## src/rtl/snn_pkg.sv

```systemverilog
// Shared constants and types for the SNN convolution and pooling/FC stages.
package snn_pkg;

    localparam int IMG_W  = 6;
    localparam int K_W    = 3;
    localparam int DW     = 8;
    localparam int Q_DIV  = 2295;
    localparam int FEAT_W = IMG_W - K_W + 1;
    localparam int NPIX   = IMG_W * IMG_W;
    localparam int NTAP   = K_W * K_W;

    typedef logic [DW-1:0]   pix_t;
    typedef logic [2*DW-1:0] prod_t;
    typedef logic [19:0]     acc_t;
    typedef logic [7:0]      feat_t;
    typedef logic [5:0]      bc_t;
    typedef logic [3:0]      idx_t;

endpackage

```

## src/rtl/snn_quant_div.sv

```systemverilog
// Quantizer: floor(acc / Q_DIV). With the default parameters the quotient fits in 8 bits.
module snn_quant_div
    import snn_pkg::*;
(
    input  acc_t  acc,
    output feat_t quot
);

    // Constant-divisor division; the truncation to feat_t is safe for sums up to 585225
    always_comb begin
        quot = feat_t'(acc / acc_t'(Q_DIV));
    end

endmodule

```

## src/rtl/snn_conv_stage.sv

```systemverilog
// Streaming 6x6 image / 3x3 kernel valid-mode convolution with 2-cycle pipeline
// producing a quantized 4x4 feature map as an indexed stream.
module snn_conv_stage
    import snn_pkg::*;
(
    input  logic          clk,
    input  logic          rst_n,
    input  logic          in_valid,
    input  logic [DW-1:0] img,
    input  logic [DW-1:0] ker,
    output logic          out_valid,
    output logic [7:0]    out_feat,
    output logic [3:0]    out_idx,
    output logic          frame_done
);

    bc_t   bc_r;
    pix_t  kreg_r [NTAP];
    pix_t  pix_r  [NPIX];

    bc_t   row_s;
    bc_t   col_s;
    bc_t   base_s;
    logic  trig_s;
    idx_t  idx_s;
    pix_t  win_s;
    prod_t prod_s [NTAP];

    logic  s1_valid_r;
    idx_t  s1_idx_r;
    prod_t s1_prod_r [NTAP];

    acc_t  sum_s;
    feat_t quot_s;

    logic  out_valid_r;
    feat_t out_feat_r;
    idx_t  out_idx_r;
    logic  frame_done_r;

    // Decode beat position, window trigger, top-left tap address and feature index
    always_comb begin
        row_s  = bc_r / bc_t'(IMG_W);
        col_s  = bc_r % bc_t'(IMG_W);
        trig_s = in_valid && (row_s >= bc_t'(K_W - 1)) && (col_s >= bc_t'(K_W - 1));
        if (trig_s) begin
            base_s = bc_r - bc_t'((K_W - 1) * IMG_W + (K_W - 1));
            idx_s  = idx_t'((row_s - bc_t'(K_W - 1)) * bc_t'(FEAT_W) + (col_s - bc_t'(K_W - 1)));
        end else begin
            base_s = 6'd0;
            idx_s  = 4'd0;
        end
    end

    // Form the 9 window products; the bottom-right tap bypasses storage and uses img directly
    always_comb begin
        win_s = '0;
        for (int i = 0; i < K_W; i++) begin
            for (int j = 0; j < K_W; j++) begin
                if ((i == K_W - 1) && (j == K_W - 1)) begin
                    win_s = img;
                end else begin
                    win_s = pix_r[base_s + bc_t'(i * IMG_W + j)];
                end
                prod_s[i * K_W + j] = prod_t'(win_s) * prod_t'(kreg_r[i * K_W + j]);
            end
        end
    end

    // Beat counter: advances on valid beats only, wraps after the last pixel of a frame
    always_ff @(posedge clk or negedge rst_n) begin
        if (!rst_n) begin
            bc_r <= 6'd0;
        end else if (in_valid) begin
            bc_r <= (bc_r == bc_t'(NPIX - 1)) ? 6'd0 : bc_r + 6'd1;
        end else begin
            bc_r <= bc_r;
        end
    end

    // Pixel and kernel storage; the kernel is only captured on the first NTAP beats
    always_ff @(posedge clk or negedge rst_n) begin
        if (!rst_n) begin
            for (int k = 0; k < NPIX; k++) pix_r[k] <= '0;
            for (int k = 0; k < NTAP; k++) kreg_r[k] <= '0;
        end else if (in_valid) begin
            pix_r[bc_r] <= img;
            if (bc_r < bc_t'(NTAP)) begin
                kreg_r[bc_r] <= ker;
            end
        end
    end

    // Stage 1: register products and index; runs every cycle regardless of in_valid
    always_ff @(posedge clk or negedge rst_n) begin
        if (!rst_n) begin
            s1_valid_r <= 1'b0;
            s1_idx_r   <= 4'd0;
            for (int k = 0; k < NTAP; k++) s1_prod_r[k] <= '0;
        end else begin
            s1_valid_r <= trig_s;
            s1_idx_r   <= idx_s;
            for (int k = 0; k < NTAP; k++) s1_prod_r[k] <= prod_s[k];
        end
    end

    // Adder tree over the stage-1 products
    always_comb begin
        sum_s = '0;
        for (int k = 0; k < NTAP; k++) begin
            sum_s = sum_s + acc_t'(s1_prod_r[k]);
        end
    end

    snn_quant_div u_quant_div (
        .acc  (sum_s),
        .quot (quot_s)
    );

    // Output stage: feature and index hold between valid beats
    always_ff @(posedge clk or negedge rst_n) begin
        if (!rst_n) begin
            out_valid_r  <= 1'b0;
            out_feat_r   <= 8'd0;
            out_idx_r    <= 4'd0;
            frame_done_r <= 1'b0;
        end else begin
            out_valid_r  <= s1_valid_r;
            frame_done_r <= s1_valid_r && (s1_idx_r == idx_t'(FEAT_W * FEAT_W - 1));
            if (s1_valid_r) begin
                out_feat_r <= quot_s;
                out_idx_r  <= s1_idx_r;
            end else begin
                out_feat_r <= out_feat_r;
                out_idx_r  <= out_idx_r;
            end
        end
    end

    assign out_valid  = out_valid_r;
    assign out_feat   = out_feat_r;
    assign out_idx    = out_idx_r;
    assign frame_done = frame_done_r;

endmodule

```

## config.mk

```make
export PLATFORM = sky130hd
export DESIGN_NAME = snn_conv_stage
export DESIGN_NICKNAME = d
export VERILOG_FILES = /design/src/rtl/snn_pkg.sv /design/src/rtl/snn_quant_div.sv /design/src/rtl/snn_conv_stage.sv
export SDC_FILE = /design/constraint.sdc
export NUM_CORES = 2
export LEC_CHECK = 0
export ABC_CLOCK_PERIOD_IN_PS = 24100
export CORE_MARGIN = 5
export CORE_UTILIZATION = 50
export DETAILED_ROUTE_END_ITERATION = 12
export PLACE_DENSITY_LB_ADDON = 0.25
export SLEW_MARGIN = 0
export SYNTH_ARGS = -nofsm -noshare
export SYNTH_HDL_FRONTEND = slang
export SYNTH_SLANG_ARGS = --single-unit
```

## constraint.sdc

```tcl
create_clock -name clk -period 24.1 [get_ports clk]
set_input_delay 6.025 -clock clk [delete_from_list [all_inputs] [get_ports clk]]
set_output_delay 6.025 -clock clk [all_outputs]
set_load 0.01 [all_outputs]
```

==> impl_metrics.toml <==
[run_status]
outcome = "finished, final reports clean"

[synth]
syn_area_per_cell_um2 = 10.6
netlist_area_um2 = 54100
synth_seq_cells = 529
yosysWarningCount = 0
synthCells = 5126
synthArstFlopShare_pct = 100
synth_cell_types = 119
synth_nets = 5948
synth_edf_count = 0
synth_area_leaders = "dfrtp_1, fa_1, mux2i_1"
yosysTopAreaCell = "dfrtp_1"
yosysSeqAreaShare_pct = 24.5
yosys.area.top_type_share_pct = 24.5
synthFlopType = "dfrtp_1"

[sta]
period_share_pct = 66.0
drv_slew = 0
setup_violations = 0
fin_skew_ns = 0.0459
max_freq_mhz = 62.9
setup_tns_ns = 0
rsz0062_at_grt = "no"
slew_headroom_pct = 2.60
finalHoldViolCount = 0
post-route-min-period_ns = 15.90
tightest_slew_ns = 1.46

[run]
drv_cap = 0

[min_path]
hold_start = "s1_idx_r[2]$_DFF_PN0_"
hold_depth = 2
hold_end = "out_idx[2]$_DFFE_PN0P_"
hold_path.class = "flop to flop"

[global_routing]
grt_usage_pct = 28.7
grt_pass1_vias = 40500
grt_overflow_total = 0
antenna_found_initial = 10
grt_max_degree = 151
grt_pass1_wl_mm = 254

[floorplanning]
die_y_um = 339
rows = 120
die_w_um = 339
core_um2 = 107000
start_util_pct = 50.5
dieArea_um2 = 115000
io_pins = 33

[critical_path]
rr_endpoint = "out_feat[0]$_DFFE_PN0P_"
path_common_cell = "a21oi_1"
arrival_ns = 16.43
cp_slowest_cell = "o21ai_0"
critPathMaxStageDelay_ns = 0.99
r2r_cells = 40
cp-end-kind = "flop"
worstReg2RegStart = "s1_prod_r[2]$_DFF_PN0_"
worstSetupPathType = "input port to flop"
start_kind = "input port"
reg2reg_slack_ns = 9.43
crit_fanout = 74
required_ns = 24.63

[cts]
ctsResizeCount = 0
cts_tree = "built"
cts_hold_buf = 0
cts_setup_buffers = 0
cts.clk_slew.worst_paths_ns = 0.06
cts_max_level = 3
root_buffer = "clkbuf_16"
numClockSinks = 529
insertion_delay_ns = 0.67
cts_buffer_depth = 3
cts_buffers = 69

[drt]
drt-pass1-iter-count = 6
ant_nets = 0
vias_per_cell = 6.05
initialDrtViolationCount = 3333
wl_mm = 166
route.vias.total = 39600
drc = 0
routedWlPerCell_um = 25.3

[final_layout]
syn2layout_area_growth_pct = 8.00
layout-drive-gt1-share_pct = 15.4
final_nets = 5907

[place]
dp_hpwl_mm = 129
globalplace.congestion = 1.06
io_buffers = 32
## flip-flops by register name, indices dropped and copies added (netlist names)
name	cells
kreg_r	72
out_valid	1
s1_prod_r	144
bc_r	6
out_idx	4
pix_r	288
out_feat	8
s1_idx_r	4
frame_done	1
s1_valid_r	1
## per-layer routing
| layer | vias up | GRT usage (%) | part of all wire, % |
|---|---|---|---|
| met3 | 447 | 4.75 | 6.2 |
| met2 | 1505 | 46.7 | 46 |
| met4 | 2 | 15.4 | 6.9 |
| met1 | 20100 | 37.0 | 41 |
| met5 | - | 0 | 0.0054 |
| li1 | 17600 | - | - |
## synthesized netlist by cell type, drive strengths merged, types with 12 or more instances
cell type / count
o22ai: 18
or3: 12
nor3: 24
a211oi: 28
mux4: 158
o21ai: 180
ha: 369
nor2b: 35
a31oi: 21
a21oi: 178
a211o: 12
xor2: 55
and2: 286
o21bai: 27
buf: 90
o211ai: 21
inv: 630
o31ai: 12
a21o: 30
xnor2: 130
nand2: 456
nand4: 23
o21a: 16
mux2i: 521
clkbuf: 113
dfrtp: 529
mux2: 375
nor2: 109
nand3: 45
fa: 434
nand2b: 17
## cell usage in the layout, fill, tap and decap left out, types with 44 or more instances in the layout
cell,instances
inv_1,628
dfrtp_1,529
mux2i_1,521
nand2_1,453
fa_1,434
mux2_2,373
ha_1,368
and2_1,286
a21oi_1,171
mux4_2,158
xnor2_1,122
o21ai_0,116
nor2_1,108
clkbuf_16,71
o21ai_1,61
buf_4,58
xor2_1,55
nand3_1,44
## cell type report
class / instances / area, um2
diodes: 4 / 10.0
clock buffers: 80 / 1880
clock inverters: 42 / 608
fillers: 9483 / 48800
inverters: 632 / 2380
multi-input cells: 3762 / 37800
flip-flops and latches: 529 / 13200
well taps: 1403 / 1760
repair buffers: 91 / 781
## through the flow
stage | instance area, um2 | instances | hold slack, ns | util [%] | setup slack (ns)
3_3_place_gp | 55900 | 6417 | 0.464 | 52.2 | 7.47
2_1_floorplan | 54100 | 5126 | 0.372 | - | 9.44
6_report | 58400 | 6543 | 0.470 | 54.5 | 8.20
4_1_cts | 58400 | 6539 | 0.478 | 54.5 | 8.05
3_5_place_dp | 55900 | 6417 | 0.464 | 52.2 | 7.37
5_1_grt | 58400 | 6540 | 0.516 | 54.5 | 7.64
## critical path, delay by kind of cell
family,cells,cell delay (ns)
and+or+nand+nor,3,1.07
xor gates and xnor gates,1,0.12
adders and majority gates,6,2.86
muxes,3,0.81
buffers and inverters,8,2.77
AOI/OAI and AO/OA,11,2.58
## how the worst max path moves through the flow
| stage | startpoint | to | slack, ns | cells after the start |
|---|---|---|---|---|
| after floorplan | in_valid | s1_prod_r[31]$_DFF_PN0_ | 9.44 | 33 |
| after detailed placement | in_valid | s1_prod_r[31]$_DFF_PN0_ | 7.37 | 32 |
| final | in_valid | s1_prod_r[31]$_DFF_PN0_ | 8.20 | 32 |
| after CTS | in_valid | s1_prod_r[31]$_DFF_PN0_ | 8.05 | 30 |
| after global placement | in_valid | s1_prod_r[31]$_DFF_PN0_ | 7.47 | 32 |
| after global routing | in_valid | s1_prod_r[31]$_DFF_PN0_ | 7.64 | 31 |
## cells by family after synthesis
family / count (synthesis) / share of synthesized area [%]
DFF: 529 / 24.5
AOI/OAI and AO/OA: 656 / 8.21
xor gates and xnor gates: 185 / 3.02
and+or+nand+nor: 1061 / 9.73
adders and majority gates: 806 / 24.7
muxes: 1054 / 24.0
buffers and inverters: 835 / 5.89
Power is not shown: default switching activity piles up to over one toggle a cycle in this logic, so the estimate is an artifact.
